`config.mk`:
```
export PLATFORM = sky130hd
export DESIGN_NAME = aes_chain_ctrl_flat
export DESIGN_NICKNAME = d
export VERILOG_FILES = /design/src/rtl/aes_chain_ctrl_if.sv /design/src/rtl/aes_chain_ctrl.sv /design/src/flat_wrapper.sv
export SDC_FILE = /design/constraint.sdc
export NUM_CORES = 2
export LEC_CHECK = 0
export CAP_MARGIN = 20
export CORE_MARGIN = 2
export CORE_UTILIZATION = 60
export DETAILED_ROUTE_END_ITERATION = 10
export GPL_ROUTABILITY_DRIVEN = 0
export GPL_TIMING_DRIVEN = 0
export PLACE_DENSITY = 0.88
export SYNTH_ARGS = -nofsm -noshare
export SYNTH_HDL_FRONTEND = slang
export SYNTH_SLANG_ARGS = --single-unit
```
`constraint.sdc`:
```
create_clock -name iClk -period 30.2 [get_ports iClk]
set_clock_uncertainty 0.05 [all_clocks]
set_input_delay 6.04 -clock iClk [delete_from_list [all_inputs] [get_ports iClk]]
set_output_delay 6.04 -clock iClk [all_outputs]
set_load 0.02 [all_outputs]
```
`src/rtl/aes_chain_ctrl_if.sv`:
```
// aes_chain_ctrl_if: parameter, input-stream, AES-core and output-stream signals of aes_chain_ctrl
// slave  = controller view (aes_chain_ctrl), master = environment view (Avalon side + core)
//   param : iParam_load, iEndec, iMode[1:0], iIV[127:0] -> oParam_err, oBusy
//   input : iData_valid, iData[127:0] -> oData_ready
//   core  : oCore_valid, oCore_endec, oCore_data[127:0] <- iCore_valid, iCore_data[127:0]
//   output: oData_valid, oData[127:0] <- iData_ready
interface aes_chain_ctrl_if;
  logic         iParam_load;
  logic         iEndec;
  logic [1:0]   iMode;
  logic [127:0] iIV;
  logic         oParam_err;
  logic         oBusy;
  logic         iData_valid;
  logic         oData_ready;
  logic [127:0] iData;
  logic         oCore_valid;
  logic         oCore_endec;
  logic [127:0] oCore_data;
  logic         iCore_valid;
  logic [127:0] iCore_data;
  logic         oData_valid;
  logic         iData_ready;
  logic [127:0] oData;
  modport slave (
    input  iParam_load, iEndec, iMode, iIV, iData_valid, iData, iCore_valid, iCore_data, iData_ready,
    output oParam_err, oBusy, oData_ready, oCore_valid, oCore_endec, oCore_data, oData_valid, oData
  );
  modport master (
    output iParam_load, iEndec, iMode, iIV, iData_valid, iData, iCore_valid, iCore_data, iData_ready,
    input  oParam_err, oBusy, oData_ready, oCore_valid, oCore_endec, oCore_data, oData_valid, oData
  );
endinterface

```
`src/rtl/aes_chain_ctrl.sv`:
```
// aes_chain_ctrl: ECB/CBC/CFB(/CTR) chaining controller between the data path and the AES round core
// Ports: iClk, iRst_n (async, active-low), bus (aes_chain_ctrl_if.slave: param load, input FIFO
//   stream, one-block-in-flight core start/done handshake, output stream with backpressure).
// Parameters: FIFO_DEPTH (power of 2, >= 2), CTR_W (1..128, counter field in the low IV bits).
// Optional feature: define AES_CHAIN_CTR_EN to build CTR mode (iMode 11); otherwise mode 11 is rejected.
module aes_chain_ctrl #(
  parameter int FIFO_DEPTH = 4,
  parameter int CTR_W      = 32
) (
  input logic             iClk,
  input logic             iRst_n,
  aes_chain_ctrl_if.slave bus
);
  localparam int AW = $clog2(FIFO_DEPTH);
  localparam logic [AW:0] FULL_CNT = (AW + 1)'(FIFO_DEPTH);
  typedef enum logic [1:0] {IDLE, ISSUE, WAIT_CORE, OUT} stateT;

  if (FIFO_DEPTH < 2 || (FIFO_DEPTH & (FIFO_DEPTH - 1)) != 0 || CTR_W < 1 || CTR_W > 128) begin : gBadParam
    $error("aes_chain_ctrl: FIFO_DEPTH must be a power of 2 >= 2 and CTR_W must be 1..128");
  end

  stateT        state, stateNext;
  logic [127:0] fifoMem [FIFO_DEPTH];
  logic [AW-1:0] wrPtr, rdPtr;
  logic [AW:0]  count, countNext;
  logic         full, empty, push, pop;
  logic [1:0]   mode;
  logic         endec, paramErr, modeOk, loadOk, coreDone;
  logic [127:0] chain, hold, coreData, outData;
  logic [127:0] head, coreIn, result, chainNext, chainCtr;

  assign empty     = count == '0;
  assign push      = bus.iData_valid & ~full;
  assign head      = fifoMem[rdPtr];
  assign countNext = count + (AW + 1)'(push) - (AW + 1)'(pop);

`ifdef AES_CHAIN_CTR_EN
  // Only the low CTR_W bits count; the carry out of the field is discarded by the mask.
  localparam logic [127:0] CTR_MASK = {128{1'b1}} >> (128 - CTR_W);
  assign modeOk   = 1'b1;
  assign chainCtr = (chain & ~CTR_MASK) | ((chain + 128'd1) & CTR_MASK);
`else
  assign modeOk   = bus.iMode != 2'b11;
  assign chainCtr = chain;
`endif

  assign loadOk   = bus.iParam_load & (state == IDLE) & empty & modeOk;
  assign coreDone = (state == WAIT_CORE) & bus.iCore_valid;

  // CBC encrypt whitens the plaintext; CFB/CTR feed the chain register to the core.
  assign coreIn = mode == 2'b01 && !endec ? head ^ chain : mode[1] ? chain : head;
  assign result = mode == 2'b00 || (mode == 2'b01 && !endec) ? bus.iCore_data
                : mode == 2'b01 ? bus.iCore_data ^ chain : bus.iCore_data ^ hold;
  // Decrypt directions (CBC/CFB) chain on the ciphertext input, which is the held block.
  assign chainNext = mode == 2'b00 ? chain : mode == 2'b11 ? chainCtr
                   : endec ? hold : mode == 2'b01 ? bus.iCore_data : result;

  always_ff @(posedge iClk or negedge iRst_n)
    if (!iRst_n) state <= IDLE;
    else state <= stateNext;

  always_comb begin
    stateNext = state;
    pop = 1'b0;
    case (state)
      IDLE:      if (!empty) begin
        pop = 1'b1;
        stateNext = ISSUE;
      end
      ISSUE:     stateNext = WAIT_CORE;
      WAIT_CORE: if (bus.iCore_valid) stateNext = OUT;
      default:   if (bus.iData_ready) stateNext = IDLE;
    endcase
  end

  always_ff @(posedge iClk or negedge iRst_n)
    if (!iRst_n) begin
      wrPtr    <= '0;
      rdPtr    <= '0;
      count    <= '0;
      full     <= 1'b0;
      mode     <= 2'b00;
      endec    <= 1'b0;
      chain    <= '0;
      hold     <= '0;
      coreData <= '0;
      outData  <= '0;
      paramErr <= 1'b0;
    end else begin
      wrPtr    <= wrPtr + AW'(push);
      rdPtr    <= rdPtr + AW'(pop);
      count    <= countNext;
      full     <= countNext == FULL_CNT;
      paramErr <= bus.iParam_load & ~loadOk;
      if (loadOk) begin
        mode  <= bus.iMode;
        endec <= bus.iEndec;
        chain <= bus.iIV;
      end
      if (pop) begin
        hold     <= head;
        coreData <= coreIn;
      end
      if (coreDone) begin
        outData <= result;
        chain   <= chainNext;
      end
    end

  always_ff @(posedge iClk)
    if (push) fifoMem[wrPtr] <= bus.iData;

  assign bus.oParam_err  = paramErr;
  assign bus.oBusy       = !empty || state != IDLE;
  assign bus.oData_ready = ~full;
  assign bus.oCore_valid = state == ISSUE;
  assign bus.oCore_endec = endec & ~mode[1];
  assign bus.oCore_data  = coreData;
  assign bus.oData_valid = state == OUT;
  assign bus.oData       = outData;
endmodule
```
`src/flat_wrapper.sv`:
```
// flat-port wrapper written by rule: the top's interface ports become plain ports
module aes_chain_ctrl_flat 
#(
  parameter int FIFO_DEPTH = 4,
  parameter int CTR_W      = 32
)
  (iClk, iRst_n, bus_iParam_load, bus_iEndec, bus_iMode, bus_iIV, bus_iData_valid, bus_iData, bus_iCore_valid, bus_iCore_data, bus_iData_ready, bus_oParam_err, bus_oBusy, bus_oData_ready, bus_oCore_valid, bus_oCore_endec, bus_oCore_data, bus_oData_valid, bus_oData);
  aes_chain_ctrl_if bus_i ();
  input logic iClk;
  input logic iRst_n;
  input wire logic [$bits(bus_i.iParam_load)-1:0] bus_iParam_load;
  input wire logic [$bits(bus_i.iEndec)-1:0] bus_iEndec;
  input wire logic [$bits(bus_i.iMode)-1:0] bus_iMode;
  input wire logic [$bits(bus_i.iIV)-1:0] bus_iIV;
  input wire logic [$bits(bus_i.iData_valid)-1:0] bus_iData_valid;
  input wire logic [$bits(bus_i.iData)-1:0] bus_iData;
  input wire logic [$bits(bus_i.iCore_valid)-1:0] bus_iCore_valid;
  input wire logic [$bits(bus_i.iCore_data)-1:0] bus_iCore_data;
  input wire logic [$bits(bus_i.iData_ready)-1:0] bus_iData_ready;
  output wire logic [$bits(bus_i.oParam_err)-1:0] bus_oParam_err;
  output wire logic [$bits(bus_i.oBusy)-1:0] bus_oBusy;
  output wire logic [$bits(bus_i.oData_ready)-1:0] bus_oData_ready;
  output wire logic [$bits(bus_i.oCore_valid)-1:0] bus_oCore_valid;
  output wire logic [$bits(bus_i.oCore_endec)-1:0] bus_oCore_endec;
  output wire logic [$bits(bus_i.oCore_data)-1:0] bus_oCore_data;
  output wire logic [$bits(bus_i.oData_valid)-1:0] bus_oData_valid;
  output wire logic [$bits(bus_i.oData)-1:0] bus_oData;
  assign bus_i.iParam_load = bus_iParam_load;
  assign bus_i.iEndec = bus_iEndec;
  assign bus_i.iMode = bus_iMode;
  assign bus_i.iIV = bus_iIV;
  assign bus_i.iData_valid = bus_iData_valid;
  assign bus_i.iData = bus_iData;
  assign bus_i.iCore_valid = bus_iCore_valid;
  assign bus_i.iCore_data = bus_iCore_data;
  assign bus_i.iData_ready = bus_iData_ready;
  assign bus_oParam_err = bus_i.oParam_err;
  assign bus_oBusy = bus_i.oBusy;
  assign bus_oData_ready = bus_i.oData_ready;
  assign bus_oCore_valid = bus_i.oCore_valid;
  assign bus_oCore_endec = bus_i.oCore_endec;
  assign bus_oCore_data = bus_i.oCore_data;
  assign bus_oData_valid = bus_i.oData_valid;
  assign bus_oData = bus_i.oData;
  aes_chain_ctrl #(.FIFO_DEPTH(FIFO_DEPTH), .CTR_W(CTR_W)) u_core (.iClk(iClk), .iRst_n(iRst_n), .bus(bus_i));
endmodule
```
### Yosys cells after proc, flatten, opt, wreduce, memory -nomap -nowiden

Memories as Yosys holds them, arrays and structs flattened.
Index checks and enable logic that the tools add are counted.

| word-level totals | value |
|---|---|
| bits in registers | 526 |
| latch bits | 0 |
| memory bits (writable) | 512 |
| memory bits (read-only) | 0 |
| bits of input ports | 393 |
| output and inout bits | 262 |
| logic and storage cells | 72 |
| memories kept | 1 |

| cells by class | value |
|---|---|
| $add $sub $neg | 4 |
| $mul | 0 |
| divide/modulo/power cells | 0 |
| order comparisons | 0 |
| eq/ne operators | 11 |
| shift-type cells | 0 |
| muxes and demuxes | 18 |
| bitwise gates (word level) | 13 |
| reduce and logical (&&, ||, !) cells | 13 |

Memory list:

| memory | words | width | read ports | clocked after Yosys merged registers in | write ports | RTL line | text |
|---|---|---|---|---|---|---|---|
| u_core.fifoMem | 4 | 128 | 1 | 0 | 1 | aes_chain_ctrl.sv:23 | `logic [127:0] fifoMem [FIFO_DEPTH];` |

Operators by type and width:

| operator | number |
|---|---|
| $mux W128 | 10 |
| $xor A128 B128 Y128 | 3 |
| $ne A2 B2 Y1 const B | 5 |
| $and A1 B1 Y1 | 7 |
| $eq A2 B2 Y1 const B | 3 |
| $mux W2 | 3 |
| $pmux W2 S3 | 1 |
| $reduce_and A3 Y1 | 2 |
| $add A2 B1 Y2 | 2 |
| $eq A2 B1 Y1 const B | 2 |
| $logic_not A2 Y1 | 2 |
| $mux W1 | 4 |
| $reduce_bool A2 Y1 | 2 |
| $reduce_bool A4 Y1 | 1 |
| $add A3 B1 Y3 | 1 |
| $eq A3 B3 Y1 const B | 1 |
| $logic_not A3 Y1 | 1 |
| $not A1 Y1 | 3 |
| $sub A3 B1 Y3 | 1 |
| $logic_not A1 Y1 | 2 |
| $logic_or A1 B1 Y1 | 2 |
| $logic_and A1 B1 Y1 | 1 |

### Depth between registers and ports, before layout

| logic depth | value |
|---|---|
| word-level depth | 9 |
| mapped depth | 13 |
| depth with buffers taken out | 11 |

### Worst setup path before layout

OpenSTA, ideal clock, no wires.

| path | value |
|---|---|
| kind | input port to flip-flop |
| start point | input bus_iData_valid |
| end point | memory u_core.fifoMem[0][0] (enable) |
| setup time | 798 ps |
| arrival | 15607 ps |
| data required time | 29352 ps |
| setup slack | 13746 ps |
| stages on the path | 2 |
| buffers on the path | 0 |
| cells stage by stage | nor2b_1 > nor3b_1 |

| on the way | value |
|---|---|
| longest elaborated chain between the ends | 3 |

RTL lines:

| item | RTL line | text |
|---|---|---|
| from (decl) | flat_wrapper.sv:15 | `input wire logic [$bits(bus_i.iData_valid)-1:0] bus_iData_valid;` |
| $and A1 B1 Y1 | aes_chain_ctrl.sv:33 | `assign push = bus.iData_valid & ~full;` |
| $mux W1 | aes_chain_ctrl.sv:111 | `if (push) fifoMem[wrPtr] <= bus.iData;` |
| $mux W1 (not written as such) | aes_chain_ctrl.sv:111 |  |
| to (decl) | aes_chain_ctrl.sv:23 |  |

No other way between the ends.

### Final worst setup path

| path | value |
|---|---|
| start point | register u_core.endec |
| end point | output bus_oCore_endec |

| on the way | value |
|---|---|
| longest elaborated chain between the ends | 1 |

RTL lines:

| item | RTL line | text |
|---|---|---|
| from (decl) | aes_chain_ctrl.sv:28 | `logic endec, paramErr, modeOk, loadOk, coreDone;` |
| from (signal assigned) | aes_chain_ctrl.sv:97 | `endec <= bus.iEndec;` |
| $and A1 B1 Y1 | aes_chain_ctrl.sv:117 | `assign bus.oCore_endec = endec & ~mode[1];` |
| to (decl) | flat_wrapper.sv:24 | `output wire logic [$bits(bus_i.oCore_endec)-1:0] bus_oCore_endec;` |

No other way between the ends.

==> results.md <==
* Worst-Skew Late Latency at 0.69 ns
* Cell variety after synth at between 40 and 50
* Largest family of logic cells by synthesized area: compound AO/OA/AOI/OAI gates
* DIE AREA at 82800 um^2
* Leading cell types by count after synthesis: nand2_1 (643), o21ai_0 (550), dfrtp_1 (526)
* Worst hold path depth at 2
* Vias/cell at 6.55
* CTS tree: built
* Mux cell area share after synthesis at 11.1%
* Synth area leader: edfxtp_1
* Highest clock rate at 110 MHz
* Vias in the first global route at 39900
* Critical path's slowest cell: clkdlybuf4s50_1
* Per-cell routed wire length at 27.6 um
* Share of cells above drive strength 1 at 11.1%
* CTS sink cnt at between 1000 and 1500
* Synth top area share at 31.8%
* YS warnings at 0
* I/O pin count at 655
* Cells after synthesis at approximately 4300
* Simple-gate share of the synthesized area at under 10%
* Initial Util at between 60 and 70%
* Syn nets at approximately 4700
* Ys flop type: dfrtp_1
* Pin count of the biggest net entering global routing at 125
* Max FO, Critical Path at 10
* Power Total at 7.03 mW
* Cells taking the most area after synthesis: edfxtp_1 (32%), dfrtp_1 (27%), mux2i_1 (6.2%)
* Detailed Place HPWL at 123000 um
* Clock Path Buffers at 3
* Synth Register Bits at between 1000 and 1500
* Reg2reg path depth at 8
* Dominant cell by count in the synthesized netlist: nand2_1
* Crit path cell chain: inv_1 > clkbuf_1 > buf_1 > nor2_1 > clkdlybuf4s50_1
* # nets final at 5445
* CP startpoint kind: register
* All-Layer GR Usage at between 40 and 50%
* Iteration-0 DRC Markers at 5462
* Hold Path Class: register to register
* Rows at ~100
* Setup Buffers After CTS at 0
* 1st-pass router iterations at 8
* Max cap viols at 0
* Fin cells at 6252
* DRC Markers at 0
* Crit Path Category: register to primary output
* Mapped Area at 48300 um^2
* Post-synthesis xor/xnor area fraction at 2.43%
* CP top delay family: buffers and inverters
* Hold_ws at between 0.4 and 0.5 ns
* Async SR Flop Fraction at 50.7%
* Worst setup EP type: primary output
* Port buffer count at 654
* Routed WL at around 170000 um
* Final setup viols at 0
* Number of flops mapped to enable cells by yosys at 512
* Gr ovfl total at 0
* Buf/Inv on CP at 4
* Post_cts resized at 0
* Synthesized area per cell at roughly 11 um^2
* Final hold vios at 0
* Seq/Total Area, Yosys at 59.1%
* Critical path's largest stage delay at 0.57 ns
* VDD IR max at 0.0000703 V
* Clock transition at the registers of the reported paths at around 0.060 ns
* Worst slew margin relative to its limit at roughly 27%
* Detail Route Antenna Nets at 0
* LEAKAGE at ~24 nW
* Required @ worst endpoint at 24.11 ns
* Worst-margin pin slew at 1.10 ns
* Status: finished clean
* Die extent in y at 288 um
* First-pass GRT wire length at 248000 um
* Pwr Density at 116 nW/um^2
* RSZ-0062 raised after global routing: no
* CTS Buf Count at roughly 110
* Fin crit share at 30.2%
* Vias at 41000
* Synth Area in Adders at less than 1%
* Die width at between 200 and 300 um
* Period minus WS final at 9.11 ns
* Area Overhead vs Synth at 25.4%
* Max Transition Viols Final at 0
* H-tree levels at 3
* Root buffer cell: clkbuf_16
* Initial antenna violation count at 62
* Compound-Gate Fraction of Synth Area at 15.4%
* Core Region at between 80000 and 90000 um^2
* Path length in cells of the critical path at 5
* Placed insts at between 5000 and 6000
* Critical Path AT at 3.02 ns
* # hold bufs at CTS at 0
* Setup TNS at 0 ns
flip-flops by register name, summed over array words and instances (netlist names), 2 cells and up:
register and flops:
u_core.fifoMem 512, u_core.bus.oCore_data 128, u_core.bus.oData 128, u_core.chain 128, u_core.hold 128, u_core.count 3
u_core.mode 2, u_core.rdPtr 2, u_core.state 2, u_core.wrPtr 2
final timing paths:
check,slack [ns],endpoint,startpoint
setup / recovery,21.09,bus_oCore_endec,u_core.endec
max in group asynchronous,23.66,u_core.hold[117],iRst_n
hold reg to reg,0.43,u_core.bus.oCore_data[80],u_core.bus.oCore_data[80]
setup reg to reg,26.62,u_core.chain[104],u_core.state[0]
hold / removal,0.43,u_core.bus.oCore_data[80],u_core.bus.oCore_data[80]
min in group asynchronous,5.30,u_core.bus.oData[92],iRst_n
final cells by class:
| class | instances | area, um^2 |
|---|---|---|
| diodes | 55 | 138 |
| plain buffers | 324 | 1480 |
| clock buffers | 138 | 2990 |
| clock inverters | 62 | 629 |
| fillers | 5040 | 19600 |
| inverters | 13 | 48.8 |
| multi-input cells | 2875 | 18300 |
| flip-flops and latches | 1038 | 28500 |
| well taps | 1060 | 1330 |
| repair buffers | 687 | 7150 |
through the flow:
step	worst slack [ns]	instance area, um^2	utilization (%)
4_1_cts	21.14	60400	75.4
5_1_grt	21.01	60500	75.5
2_1_floorplan	13.75	48300	-
3_5_place_dp	20.97	56800	70.9
6_report	21.09	60600	75.6
3_3_place_gp	-1.04	56200	70.1
placed cells by master, fill, tap and decap left out, drive strengths merged, types with 2 or more instances in the layout:
master	count
nand2	644
o22ai	170
buf	151
clkdlybuf4s50	653
o22a	2
nor2	135
or2	2
nor3b	2
o2bb2ai	84
xnor2	4
a22o	2
mux2	211
nor3	3
nand2b	4
clkbuf	345
o31ai	127
a21oi	130
dfrtp	526
o21ai	557
bufinv	9
nor2b	4
and2	47
diode	55
clkinv	39
nand3	4
a31oi	128
ha	7
or3	128
clkinvlp	6
mux2i	300
a31o	44
edfxtp	512
xor2	130
inv	21
logic make-up after synthesis:
kind of cell / after synthesis
XOR/XNOR: 134
AO/OA/AOI/OAI: 1245
multiplexers: 511
adder cells (fa/ha/maj): 8
buffers and inverters: 337
flip-flops: 1038
AND/OR/NAND/NOR: 977
power breakdown:
group / switching, mW / total (mW) / internal [mW]
Clock: 0.585 / 1.37 / 0.782
Sequential: 0.363 / 2.35 / 1.99
Combinational: 2.07 / 3.31 / 1.24
worst min-delay path: stages, from the launching register on:
cell and delay, ns:
dfrtp_1 0.34, nand2_1 0.05, o21ai_0 0.06
metal layers:
layer | wire length (um) | track usage [%] | vias up
met5 | 190 | 0 | -
met4 | 13100 | 27.2 | 30
met3 | 20800 | 11.5 | 730
met2 | 79000 | 63.1 | 3067
met1 | 59400 | 49.3 | 19800
li1 | - | - | 17300
Power figures use the tool's default switching activity.
